$ cat config.mk
export PLATFORM = sky130hd
export DESIGN_NAME = afe_pulser_sequencer
export DESIGN_NICKNAME = d
export VERILOG_FILES = /design/src/rtl/afe_pulser_sequencer.sv
export SDC_FILE = /design/constraint.sdc
export NUM_CORES = 1
export LEC_CHECK = 0
export BUFFER_PORTS_ARGS = -buffer_cell sky130_fd_sc_hd__buf_2
export CORE_MARGIN = 3
export CORE_UTILIZATION = 55
export CTS_CLUSTER_DIAMETER = 40
export DETAILED_ROUTE_END_ITERATION = 10
export PLACE_DENSITY_LB_ADDON = 0.1
export SYNTH_ARGS = -nofsm -noshare
export SYNTH_HDL_FRONTEND = slang
export SYNTH_SLANG_ARGS = --single-unit
$ cat constraint.sdc
create_clock -name clk -period 4.45 [get_ports clk]
set_input_delay 0.445 -clock clk [delete_from_list [all_inputs] [get_ports clk]]
set_output_delay 0.445 -clock clk [all_outputs]
set_load 0.1 [all_outputs]
$ cat src/rtl/afe_pulser_sequencer.sv
// Trigger scheduler feeding afe_pulser: a start issues a train of 1-cycle
// trigs with a fixed spacing and count, and holds a width word for the train.
//
// Ports:
//   clk, rst    clock and synchronous active-high reset
//   start, stop start / abort commands, sampled every cycle
//   period      trig-to-trig spacing in clk cycles (clamped to MIN_PERIOD)
//   num_pulses  pulses per train, 0 = run until stop
//   width_in    width code latched on an accepted start
//   trig        1-cycle trigger to afe_pulser
//   width       width code held for the whole train
//   busy        train in progress
//   done        1-cycle pulse when a finite train completes
//   pulse_cnt   trigs issued in the current / last train (saturating)
module afe_pulser_sequencer #(
    parameter int PERIOD_W   = 32,
    parameter int COUNT_W    = 16,
    parameter int MIN_PERIOD = 16
) (
    input  logic                clk,
    input  logic                rst,
    input  logic                start,
    input  logic                stop,
    input  logic [PERIOD_W-1:0] period,
    input  logic [COUNT_W-1:0]  num_pulses,
    input  logic [15:0]         width_in,
    output logic                trig,
    output logic [15:0]         width,
    output logic                busy,
    output logic                done,
    output logic [COUNT_W-1:0]  pulse_cnt
);

    localparam logic [0:0] S_IDLE = 1'b0;
    localparam logic [0:0] S_RUN  = 1'b1;

    localparam logic [PERIOD_W-1:0] MIN_P = PERIOD_W'(MIN_PERIOD);
    localparam logic [COUNT_W-1:0]  ONE_C = COUNT_W'(1);

    logic [0:0]          state;
    logic [PERIOD_W-1:0] period_l;
    logic [COUNT_W-1:0]  num_l;
    logic [PERIOD_W-1:0] cnt;
    // Set in the cycle the final trig of a finite train is high;
    // the following edge closes the train and raises done.
    logic                last_q;

    logic [PERIOD_W-1:0] period_clamp;
    logic [COUNT_W-1:0]  cnt_inc;

    always_comb begin
        period_clamp = (period < MIN_P) ? MIN_P : period;
        cnt_inc      = (&pulse_cnt) ? pulse_cnt : pulse_cnt + ONE_C;
    end

    always_ff @(posedge clk) begin
        if (rst) begin
            state     <= S_IDLE;
            period_l  <= '0;
            num_l     <= '0;
            cnt       <= '0;
            last_q    <= 1'b0;
            trig      <= 1'b0;
            width     <= '0;
            busy      <= 1'b0;
            done      <= 1'b0;
            pulse_cnt <= '0;
        end else begin
            trig <= 1'b0;
            done <= 1'b0;
            if (state == S_IDLE) begin
                if (start && !stop) begin
                    // Accepted start: the first trig goes out immediately.
                    state     <= S_RUN;
                    period_l  <= period_clamp;
                    num_l     <= num_pulses;
                    width     <= width_in;
                    cnt       <= period_clamp - 1'b1;
                    trig      <= 1'b1;
                    pulse_cnt <= ONE_C;
                    busy      <= 1'b1;
                    last_q    <= (num_pulses == ONE_C);
                end
            end else begin
                if (stop) begin
                    // Abort wins over a trig that is due this edge.
                    state  <= S_IDLE;
                    busy   <= 1'b0;
                    last_q <= 1'b0;
                end else if (last_q) begin
                    state  <= S_IDLE;
                    busy   <= 1'b0;
                    done   <= 1'b1;
                    last_q <= 1'b0;
                end else if (cnt == '0) begin
                    trig      <= 1'b1;
                    cnt       <= period_l - 1'b1;
                    pulse_cnt <= cnt_inc;
                    // Continuous trains never end on count, even saturated.
                    last_q    <= (num_l != '0) && (cnt_inc == num_l);
                end else begin
                    cnt <= cnt - 1'b1;
                end
            end
        end
    end

endmodule
==> flow_summary.ini <==
[placed_design]
dp_slack_ns = 0.703
gp_congestion = 0.914
io_buffers = 102
dp.final_hpwl_microns = 11300
dp_cells = 991

[global_route]
gr-total-overflow = 0
antenna_found_initial = 0
grt_pass1_vias = 5573
grt.total_usage_pct = 26.5
grt_max_degree = 67
grt_pass1_wl_microns = 27500

[final_layout]
diodes = 0
seq_area_sq_mm = 0.00234
n_fill_cell = 884
multiInputGateArea_sq_mm = 0.00351
area_delta_synth_final_pct = 18.3
drive_gt1_share_pct = 20.1
nets = 944
fin_cells = 1022

[drt]
drt.antenna.violating_nets = 0
via_per_inst = 5.92
drtPass1Iterations = 5
drt_wl_total_microns = 16600
drc_errors = 0
dr_total_vias = 6052
wire_per_inst_microns = 16.2
first_iter_violations = 580

[floorplan]
die_w_microns = 112
start_util_pct = 58.0
core_sq_mm = 0.0106
rows = 37
dieArea_sq_mm = 0.0124
die_y_microns = 112
io_pins = 103

[sta]
worst_slew_pin_slew_ns = 0.986
setup_ws_ns = 1.00
fin_crit_ns = 3.45
worst_hold_slack_ns = 0.169
rsz0062_at_grt = false
finClkSkew_ns = 0.0121
hold_viol_final = 0
finalMaxSlewViolations = 0
setup_violations = 0
setup-tns-final_ns = 0
max_freq_ghz = 0.290
relSlewSlack_pct = 34.2
fin_crit_sh_pct = 77.4

[clocking]
numCtsBuffers = 17
cts_root_buf = clkbuf_8
cts.reportedPaths.clkPinSlew_ns = 0.05
clk_path_buf_depth = 2
clock_sinks = 117
cts_tree = built
insertion_delay_ns = 0.52
cts.htree.levels = 4
cts_hold_buffers = 0
post-cts-setup-buffer-count = 0
post_cts_resized = 0

[worst_setup_path]
critical_path_class = reg -> reg
critical_path.max_fanout = 26
crit_path_start_kind = flop
critPathArrivalTime_ns = 3.81
startpoint = cnt[12]
r2r_start = cnt[12]
end_kind = flop
cp_data_required_time_ns = 4.82

[synth]
async_reset_ff_share_pct = 0
synth_area_sq_mm = 0.00613
synth_seq_area_share_pct = 38.2
yosysTopAreaCellShare_pct = 38.2
synth_edf_count = 0
syn_inst = 795
synth_nets = 865
synth_most_common_cell = nand2_1
ys.flop_type = dfxtp_1
synth_cell_types = 53
syn-mean-instance-area_sq_um = 7.71
ys_warn_count = 0
ys_ff_latch = 117
synthTopCellsByArea = dfxtp_1 38%, nand2_1 9.4%, a21oi_1 7.8%
ys_top_cells_by_count = 154 x nand2_1, 117 x dfxtp_1, 95 x a21oi_1
yosysTopAreaCell = dfxtp_1

[power_and_ir_drop]
combPwrFrac_pct = 13.6
p_sw_mw = 0.764
ir_worst_vdd_mv = 0.375
power_leakage_nw = 2.73
seqPwrFrac_pct = 39.8
switching_share_pct = 26.6
finalPower_mw = 2.87
pwr-share-clk_pct = 46.6
p_int_mw = 2.10
power_density_mw_per_mm2 = 396

[min_path]
hold_path_class = in -> reg
worstHoldStart = width_in[8]

[job]
drv_cap = 0

[run_status]
run_status = finished clean
worst max-delay path: stages (launching register included):
cell	delay (ns)
dfxtp_1	0.32
nor4_1	0.44
nand4_2	0.44
nor2_4	0.71
nand2_1	0.13
a31o_2	0.28
ha_1	0.23
nand2_1	0.19
nor4_4	0.12
nand4_1	0.12
xor2_1	0.20
a211oi_2	0.10
path summary, 6_finish.rpt:
check | to | slack, ns | cells past startpoint
worst max register to register | cnt[30] | 1.00 | 11
worst min-delay path | width[8] | 0.17 | 3
worst max-delay path | cnt[30] | 1.00 | 11
worst min register to register | width[6] | 0.45 | 2
layer usage:
layer / track usage [%] / share of wire (%) / vias up
li1: - / - / 2955
met1: 35.0 / 43 / 2832
met2: 42.8 / 48 / 242
met3: 5.65 / 6.5 / 23
met4: 9.65 / 2.1 / 0
met5: 0 / 0 / -
sequential cells by signal, indices dropped and copies added, names as in the netlist:
| signal | cells |
|---|---|
| width | 16 |
| trig | 1 |
| period_l | 32 |
| last_q | 1 |
| pulse_cnt | 16 |
| state | 1 |
| cnt | 32 |
| num_l | 16 |
| done | 1 |
| busy | 1 |
per-stage QoR:
stage	instance area (sq um)	utilization (%)
after CTS	7250	68.7
after global placement	6670	63.2
after detailed placement	6670	63.2
after floorplan	6130	-
final	7250	68.7
after global routing	7250	68.7
placed cells by master (no fill, tap or decap), types with 4 or more instances in the layout:
master     Yosys  routed
or2_2          4       4
nand2b_1       7       7
buf_2          8     101
mux2i_1        5       5
clkbuf_16      0      16
nand2_1      154     154
o311ai_0       5       5
xor2_1        22      22
nor3_1        14      14
a31oi_1       22      22
nor4_1        27      27
o21ai_0       19      19
o21ai_1        4       4
nand3_1       16      16
xnor2_1       31      31
inv_1         20      20
dfxtp_1      117     116
nand4_1       18      18
a211oi_1      21      21
mux2_2        17      17
nor2_1        71      70
a22o_1         9       9
and3_1         4       4
a21oi_1       95      94
clkinv_2       0       5
buf_4          0       9
final cells by class:
cell class	instances	area share, %
inverters	20	1.04
flip-flops and latches	117	32.3
clock inverters	10	1.79
repair buffers	110	7.90
multi-input cells	608	48.4
clock buffers	21	6.20
well taps	136	2.35
cell families (layout without fill, tap and decap cells):
kind of cell | after synthesis | in the layout | synth area share, %
AND/OR/NAND/NOR | 338 | 338 | 25.9
AO/OA/AOI/OAI | 191 | 191 | 18.8
flip-flops | 117 | 117 | 38.2
buffers and inverters | 70 | 161 | 4.82
XOR/XNOR | 53 | 53 | 7.58
multiplexers | 24 | 24 | 4.31
adder cells (fa/ha/maj) | 2 | 2 | 0.408
power groups by stage:
stage	Sequential [mW]	Clock [mW]	Combinational (mW)
2_1_floorplan	1.21	0	0.230
3_5_place_dp	1.16	0	0.387
6_report	1.14	1.34	0.391
5_1_grt	1.15	1.40	0.427
4_1_cts	1.14	1.35	0.390
3_3_place_gp	1.16	0	0.381
No activity file was read; power rests on OpenSTA's default activity.
